$ cat src/rtl/alu_op_pkg.sv
// ALU operation encoding shared by decode, the ID/EX stage and the ALU.
// ALU_NOP is the all-zero code so that a cleared register reads as a bubble.
package alu_op_pkg;

    localparam int unsigned AluOpW = 5;

    typedef logic [AluOpW-1:0] alu_op_t;

    localparam alu_op_t ALU_NOP  = 5'd0;
    localparam alu_op_t ALU_ADD  = 5'd1;
    localparam alu_op_t ALU_SUB  = 5'd2;
    localparam alu_op_t ALU_AND  = 5'd3;
    localparam alu_op_t ALU_OR   = 5'd4;
    localparam alu_op_t ALU_XOR  = 5'd5;
    localparam alu_op_t ALU_SLL  = 5'd6;
    localparam alu_op_t ALU_SRL  = 5'd7;
    localparam alu_op_t ALU_SRA  = 5'd8;
    localparam alu_op_t ALU_SLT  = 5'd9;
    localparam alu_op_t ALU_SLTU = 5'd10;
    localparam alu_op_t ALU_LUI  = 5'd11;

endpackage

$ cat src/rtl/pipe_pkg.sv
// Pipeline-wide types: the forwarding-source selector reported by the
// operand forwarding muxes.
package pipe_pkg;

    typedef enum logic [1:0] {
        FWD_RF  = 2'd0,
        FWD_EX  = 2'd1,
        FWD_MEM = 2'd2,
        FWD_WB  = 2'd3
    } fwd_sel_t;

endpackage

$ cat src/rtl/operand_fwd_mux.sv
// Combinational operand forwarding mux.
// Picks the freshest value of source register rs_i with priority
// EX > MEM > WB > register file. Register x0 always reads as zero.
// Ports:
//   rs_i                       source register index
//   rf_data_i                  register-file value of rs_i
//   ex_we_i/ex_rd_i/ex_data_i  result of the instruction currently in EX
//   mem_we_i/mem_rd_i/mem_data_i  writeback candidate in MEM
//   wb_we_i/wb_rd_i/wb_data_i  writeback value in WB
//   data_o                     selected operand
//   sel_o                      which source was selected
module operand_fwd_mux
    import pipe_pkg::*;
#(
    parameter int unsigned N     = 32,
    parameter int unsigned RADDR = 5
) (
    input  logic [RADDR-1:0] rs_i,
    input  logic [N-1:0]     rf_data_i,
    input  logic             ex_we_i,
    input  logic [RADDR-1:0] ex_rd_i,
    input  logic [N-1:0]     ex_data_i,
    input  logic             mem_we_i,
    input  logic [RADDR-1:0] mem_rd_i,
    input  logic [N-1:0]     mem_data_i,
    input  logic             wb_we_i,
    input  logic [RADDR-1:0] wb_rd_i,
    input  logic [N-1:0]     wb_data_i,
    output logic [N-1:0]     data_o,
    output fwd_sel_t         sel_o
);

    always_comb begin
        sel_o  = FWD_RF;
        data_o = rf_data_i;
        if (rs_i == '0) begin
            // x0 is hard-wired: ignore any source that claims to write it
            sel_o  = FWD_RF;
            data_o = '0;
        end else if (ex_we_i && (ex_rd_i == rs_i)) begin
            sel_o  = FWD_EX;
            data_o = ex_data_i;
        end else if (mem_we_i && (mem_rd_i == rs_i)) begin
            sel_o  = FWD_MEM;
            data_o = mem_data_i;
        end else if (wb_we_i && (wb_rd_i == rs_i)) begin
            sel_o  = FWD_WB;
            data_o = wb_data_i;
        end
    end

endmodule

$ cat src/rtl/id_ex_operand_stage.sv
// ID/EX pipeline register feeding the execute ALU.
// Captures a decoded instruction with both operands already resolved by
// forwarding from EX, MEM and WB, inserts a bubble on load-use hazards, and
// supports flush and downstream back-pressure.
// Ports:
//   clk, rst_n                 clock, asynchronous active-low reset
//   in_valid/in_ready          decode handshake
//   rs1_addr/rs2_addr/rd_addr  register indices of the offered instruction
//   rs1_rdata/rs2_rdata/imm    register-file values and immediate
//   use_imm                    operand 2 comes from imm
//   alu_op_in, reg_write_in, mem_read_in  decoded control
//   ex_result                  ALU result of the held instruction
//   mem_rd/mem_we/mem_data     MEM-stage writeback candidate
//   wb_rd/wb_we/wb_data        WB-stage writeback value
//   flush                      kill held and offered instructions
//   out_ready/out_valid        downstream handshake
//   data_1/data_2/alu_op       registered ALU inputs
//   rd_out/reg_write_out/mem_read_out  registered control
module id_ex_operand_stage
    import alu_op_pkg::*;
    import pipe_pkg::*;
#(
    parameter int unsigned N     = 32,
    parameter int unsigned RADDR = 5
) (
    input  logic             clk,
    input  logic             rst_n,
    input  logic             in_valid,
    output logic             in_ready,
    input  logic [RADDR-1:0] rs1_addr,
    input  logic [RADDR-1:0] rs2_addr,
    input  logic [RADDR-1:0] rd_addr,
    input  logic [N-1:0]     rs1_rdata,
    input  logic [N-1:0]     rs2_rdata,
    input  logic [N-1:0]     imm,
    input  logic             use_imm,
    input  logic [4:0]       alu_op_in,
    input  logic             reg_write_in,
    input  logic             mem_read_in,
    input  logic [N-1:0]     ex_result,
    input  logic [RADDR-1:0] mem_rd,
    input  logic             mem_we,
    input  logic [N-1:0]     mem_data,
    input  logic [RADDR-1:0] wb_rd,
    input  logic             wb_we,
    input  logic [N-1:0]     wb_data,
    input  logic             flush,
    input  logic             out_ready,
    output logic             out_valid,
    output logic [N-1:0]     data_1,
    output logic [N-1:0]     data_2,
    output logic [4:0]       alu_op,
    output logic [RADDR-1:0] rd_out,
    output logic             reg_write_out,
    output logic             mem_read_out
);

    logic             out_valid_q, out_valid_d;
    logic [N-1:0]     data_1_q, data_1_d;
    logic [N-1:0]     data_2_q, data_2_d;
    logic [4:0]       alu_op_q, alu_op_d;
    logic [RADDR-1:0] rd_q, rd_d;
    logic             reg_write_q, reg_write_d;
    logic             mem_read_q, mem_read_d;

    logic             load_use;
    logic             hold;
    logic             accept;
    logic             ex_fwd_we;
    logic [N-1:0]     fwd1_data, fwd2_data;
    fwd_sel_t         fwd1_sel, fwd2_sel;

    // A load's data is not available in EX; only non-load writers forward from here.
    assign ex_fwd_we = out_valid_q && reg_write_q && !mem_read_q;

    // Operand 2 only conflicts with a load when it is actually read from rs2.
    assign load_use = out_valid_q && mem_read_q && reg_write_q && (rd_q != '0) &&
                      ((rd_q == rs1_addr) || (!use_imm && (rd_q == rs2_addr)));

    assign hold     = out_valid_q && !out_ready;
    assign in_ready = (!out_valid_q || out_ready) && !load_use && !flush;
    assign accept   = in_valid && in_ready;

    operand_fwd_mux #(
        .N     (N),
        .RADDR (RADDR)
    ) u_fwd_rs1 (
        .rs_i       (rs1_addr),
        .rf_data_i  (rs1_rdata),
        .ex_we_i    (ex_fwd_we),
        .ex_rd_i    (rd_q),
        .ex_data_i  (ex_result),
        .mem_we_i   (mem_we),
        .mem_rd_i   (mem_rd),
        .mem_data_i (mem_data),
        .wb_we_i    (wb_we),
        .wb_rd_i    (wb_rd),
        .wb_data_i  (wb_data),
        .data_o     (fwd1_data),
        .sel_o      (fwd1_sel)
    );

    operand_fwd_mux #(
        .N     (N),
        .RADDR (RADDR)
    ) u_fwd_rs2 (
        .rs_i       (rs2_addr),
        .rf_data_i  (rs2_rdata),
        .ex_we_i    (ex_fwd_we),
        .ex_rd_i    (rd_q),
        .ex_data_i  (ex_result),
        .mem_we_i   (mem_we),
        .mem_rd_i   (mem_rd),
        .mem_data_i (mem_data),
        .wb_we_i    (wb_we),
        .wb_rd_i    (wb_rd),
        .wb_data_i  (wb_data),
        .data_o     (fwd2_data),
        .sel_o      (fwd2_sel)
    );

    always_comb begin
        out_valid_d = out_valid_q;
        data_1_d    = data_1_q;
        data_2_d    = data_2_q;
        alu_op_d    = alu_op_q;
        rd_d        = rd_q;
        reg_write_d = reg_write_q;
        mem_read_d  = mem_read_q;

        if (flush) begin
            out_valid_d = 1'b0;
            alu_op_d    = ALU_NOP;
            rd_d        = '0;
            reg_write_d = 1'b0;
            mem_read_d  = 1'b0;
        end else if (hold) begin
            // keep everything
        end else if (accept) begin
            out_valid_d = 1'b1;
            data_1_d    = fwd1_data;
            data_2_d    = use_imm ? imm : fwd2_data;
            alu_op_d    = alu_op_in;
            rd_d        = rd_addr;
            reg_write_d = reg_write_in;
            mem_read_d  = mem_read_in;
        end else begin
            // Bubble (idle decode or load-use stall); data regs keep stale values.
            out_valid_d = 1'b0;
            alu_op_d    = ALU_NOP;
            rd_d        = '0;
            reg_write_d = 1'b0;
            mem_read_d  = 1'b0;
        end
    end

    always_ff @(posedge clk or negedge rst_n) begin
        if (!rst_n) begin
            out_valid_q <= 1'b0;
            data_1_q    <= '0;
            data_2_q    <= '0;
            alu_op_q    <= ALU_NOP;
            rd_q        <= '0;
            reg_write_q <= 1'b0;
            mem_read_q  <= 1'b0;
        end else begin
            out_valid_q <= out_valid_d;
            data_1_q    <= data_1_d;
            data_2_q    <= data_2_d;
            alu_op_q    <= alu_op_d;
            rd_q        <= rd_d;
            reg_write_q <= reg_write_d;
            mem_read_q  <= mem_read_d;
        end
    end

    assign out_valid     = out_valid_q;
    assign data_1        = data_1_q;
    assign data_2        = data_2_q;
    assign alu_op        = alu_op_q;
    assign rd_out        = rd_q;
    assign reg_write_out = reg_write_q;
    assign mem_read_out  = mem_read_q;

    // x0 never takes a forwarded value.
    a_rs1_zero_rf : assert property (@(posedge clk) disable iff (!rst_n)
        (rs1_addr == '0) |-> (fwd1_sel == FWD_RF));
    a_rs2_zero_rf : assert property (@(posedge clk) disable iff (!rst_n)
        (rs2_addr == '0) |-> (fwd2_sel == FWD_RF));

endmodule

$ cat config.mk
export PLATFORM = sky130hd
export DESIGN_NAME = id_ex_operand_stage
export DESIGN_NICKNAME = d
export VERILOG_FILES = /design/src/rtl/alu_op_pkg.sv /design/src/rtl/pipe_pkg.sv /design/src/rtl/operand_fwd_mux.sv /design/src/rtl/id_ex_operand_stage.sv
export SDC_FILE = /design/constraint.sdc
export NUM_CORES = 1
export LEC_CHECK = 0
export CAP_MARGIN = 25
export CORE_ASPECT_RATIO = 0.8
export CORE_MARGIN = 3
export CORE_UTILIZATION = 30
export CTS_CLUSTER_DIAMETER = 100
export DETAILED_ROUTE_END_ITERATION = 16
export PLACE_DENSITY = 0.69
export SLEW_MARGIN = 20
export SYNTH_ARGS = -nofsm -noshare
export SYNTH_HDL_FRONTEND = slang
export SYNTH_SLANG_ARGS = --single-unit
$ cat constraint.sdc
create_clock -name clk -period 3.3 [get_ports clk]
set_input_delay 0.825 -clock clk [delete_from_list [all_inputs] [get_ports clk]]
set_output_delay 0.825 -clock clk [all_outputs]
set_load 0.05 [all_outputs]
==> results.toml <==
[placed_design]
dpl.hpwl_um = 20900
gp_congestion = 0.940
placement.io_buffers = 309
dp_cells = 1114
dpl-instance-area_um2 = 9130

[setup_path]
worst-path-max-fanout = 4
crit_buf_inv = 2
critical_path_arrival_ns = 2.36
max_stage_delay_ns = 0.53
critPathCaptureType = "output port"
crit_path_cell_trace = "clkdlybuf4s50_1, xor2_1, nor2_1, nand2_1, a21o_2, and2_1, buf_6"
start_kind = "input pin"
worst_path_max_delay_cell = "sky130_fd_sc_hd__clkdlybuf4s50_1"
crit_required_ns = 2.47
crit_type = "input pin to output port"
path_delay_family = "buffers and inverters"

[drt]
first_pass_iters = 7
postRouteWirelength_um = 28800
post_drt_wl_per_cell_um = 25.4
vias_per_cell = 5.98
dr.first_iter.drc_count = 565
ant_nets = 0
detail_route.drc_violations = 0
total_number_of_vias = 6768

[global_routing]
groute.layer.met2.usage_pct = 41.8
grt_util_all_layers_pct = 28.0
globalRouteMet3Util_pct = 9.14
first_global_vias = 7032
grt_overflow = 0
busiest_layer = "met2"
grt_max_degree = 66
wire_length_of_the_first_global_routing_pass_um = 42900
grt_antenna_before_repair = 1
grt_util_met1_pct = 38.4

[die]
die_area_um2 = 20100
initial_cell_density_of_the_core_pct = 31.2
core.rowCount = 43
die-width_um = 158
dieHeight_um = 127
core_area_um2 = 17700
io_pins = 310

[power_and_ir_drop]
switching_share_pct = 38.8
ir_worst_vdd_mv = 0.203
clock_power_share_pct = 25.9
power.sequential.fraction_pct = 30.6
switching_power_uw = 1500
comb_power_share_pct = 43.5
power.leakage_uw = 0.00365
post_layout_total_power_uw = 3870
p_int_uw = 2370
p_per_area_nw_per_um2 = 409

[sta]
fmax_ghz = 0.314
relSlewSlack_pct = 39.8
hold_viol = 0
finalMaxSlewViolations = 0
tightestPinTransition_ns = 0.904
clock_skew_ns = 0.00967
final.hold.worst_slack_ns = 0.493
fin_crit_ns = 3.18
final.period_utilization_pct = 96.4
rsz0062_at_grt = "false"
finalSetupViolCount = 0

[synth]
synth_seq_area_share_pct = 34.9
synth-warning-count = 0
async_reset_ff_share_pct = 100
post_synth_instance_area_um2 = 5520
post_syn_nets = 830
yosysTopAreaCellShare_pct = 34.9
synth_edf_count = 0
synth_cell_types = 39
syn_avg_cell_area_um2 = 9.23
ys_seq_elements = 77
post_synth_main_area_contributors = "sky130_fd_sc_hd__dfrtp_1, sky130_fd_sc_hd__o221ai_1, sky130_fd_sc_hd__mux2_2, sky130_fd_sc_hd__o2bb2ai_1, sky130_fd_sc_hd__nand4_1"
synth_top_area_cell = "sky130_fd_sc_hd__dfrtp_1"
synthesis.instances = 598
yosys_most_used_dff = "sky130_fd_sc_hd__dfrtp_1"

[final_layout]
area_growth_syn_to_layout_pct = 71.2
final_cell_count_no_fill = 1132
post-route-cell-area_um2 = 9450
layout_common_cells = "sky130_fd_sc_hd__clkdlybuf4s50_1, sky130_fd_sc_hd__dfrtp_1, sky130_fd_sc_hd__o221ai_1"
drive_gt1_share_pct = 12.7
nNetsFinal = 1134
layout_commonest_cell = "sky130_fd_sc_hd__clkdlybuf4s50_1"
antennaDiodeCount = 0
utilization_after_layout_pct = 53.4

[flow_run]
max-cap-violations = 0

[clock_network]
cts_buffers = 9
clk-insertion-delay-late_ns = 0.35
clkTransAtPathRegs_ns = 0.06
clock-root-buffer = "sky130_fd_sc_hd__clkbuf_16"
cts_tree = "built"
cts-htree-levels = 3
clkSinkCount = 77
clock_tree_buffer_depth = 2

[hold_path]
hold_path.class = "flop to flop"

[run_status]
status = "complete, no violations"
==> what timing repair did <==
| action | in CTS | in global routing |
|---|---|---|
| pin swaps | 4 | 0 |
| setup buffers | 1 | 0 |
| hold buffers | 0 | 0 |
| gates resized for setup | 7 | 2 |
| endpoints found under the setup margin | 1 | 1 |
==> worst paths after layout <==
path / startpoint / to / slack [ns] / cells past startpoint
hold / removal: data_1[13] / data_1[13] / 0.49 / 1
setup / recovery: rs1_addr[0] / in_ready / 0.12 / 7
max in group asynchronous: rst_n / data_1[13] / 1.90 / 2
hold reg to reg: data_1[13] / data_1[13] / 0.49 / 1
setup reg to reg: rd_out[2] / data_2[13] / 0.62 / 7
min in group asynchronous: rst_n / data_1[1] / 0.59 / 1
==> through the flow <==
step | setup TNS, ns | worst slack (ns)
final | 0 | 0.117
after global routing | 0 | 0.0122
after CTS | 0 | 0.000772
after detailed placement | -2.96 | -0.192
after global placement | -2.95 | -0.190
after floorplan | 0 | 0.185
==> cells in the mapped netlist (15+ instances only) <==
master	instances
sky130_fd_sc_hd__a2bb2oi_1	23
sky130_fd_sc_hd__o21ai_0	41
sky130_fd_sc_hd__dfrtp_1	77
sky130_fd_sc_hd__inv_1	23
sky130_fd_sc_hd__mux2_2	32
sky130_fd_sc_hd__o2bb2ai_1	32
sky130_fd_sc_hd__and3_1	25
sky130_fd_sc_hd__a221oi_1	23
sky130_fd_sc_hd__nand4_1	34
sky130_fd_sc_hd__xnor2_1	17
sky130_fd_sc_hd__nand2_1	15
sky130_fd_sc_hd__a31oi_1	17
sky130_fd_sc_hd__clkbuf_1	43
sky130_fd_sc_hd__or3_1	33
sky130_fd_sc_hd__o221ai_1	55
==> cells by family (layout without fill, tap and decap cells) <==
logic type / count (synthesis) / in the layout / share of synthesized area, %
compound gates: 225 / 225 / 31.2
xor+xnor: 30 / 30 / 4.76
buf+inv: 90 / 399 / 7.37
flops: 77 / 77 / 34.9
mux: 32 / 32 / 6.53
simple gates: 144 / 144 / 15.2
==> worst register-to-register path, stage by stage, from the launching register on <==
cell                        delay (ns)
sky130_fd_sc_hd__dfrtp_1          0.48
sky130_fd_sc_hd__or4_1            0.56
sky130_fd_sc_hd__o2111ai_1        0.20
sky130_fd_sc_hd__a21o_2           0.17
sky130_fd_sc_hd__buf_4            0.41
sky130_fd_sc_hd__and2_4           0.39
sky130_fd_sc_hd__buf_12           0.20
sky130_fd_sc_hd__o221ai_1         0.14
==> cell type report <==
cell class	count	area, um2
tap	225	282
clock inverter	4	31.3
timing repair buffer	360	3630
sequential	77	1930
multi-input combinational	431	3240
clock buffer	12	256
fill	1608	8250
inverter	23	86.3
==> power by group through the flow <==
stage                     Combinational, uW  Clock [uW]  Sequential (uW)
after CTS                              1680        1020             1180
after floorplan                         362           0             1690
after detailed placement               1670           0             1190
after global routing                   1760        1070             1200
final                                  1680        1000             1180
after global placement                 1670           0             1190
==> state kept, by name (all words and copies together) (netlist names) <==
register / flops
alu_op: 5
data_1: 32
data_2: 32
mem_read_out: 1
out_valid: 1
rd_out: 5
reg_write_out: 1
==> per-layer routing <==
layer	vias up	part of all wire, %
li1	2997	-
met1	3274	42
met2	432	44
met3	63	11
met4	2	2.9
met5	-	0.031
Note: power is estimated with default switching activity, not from simulation.
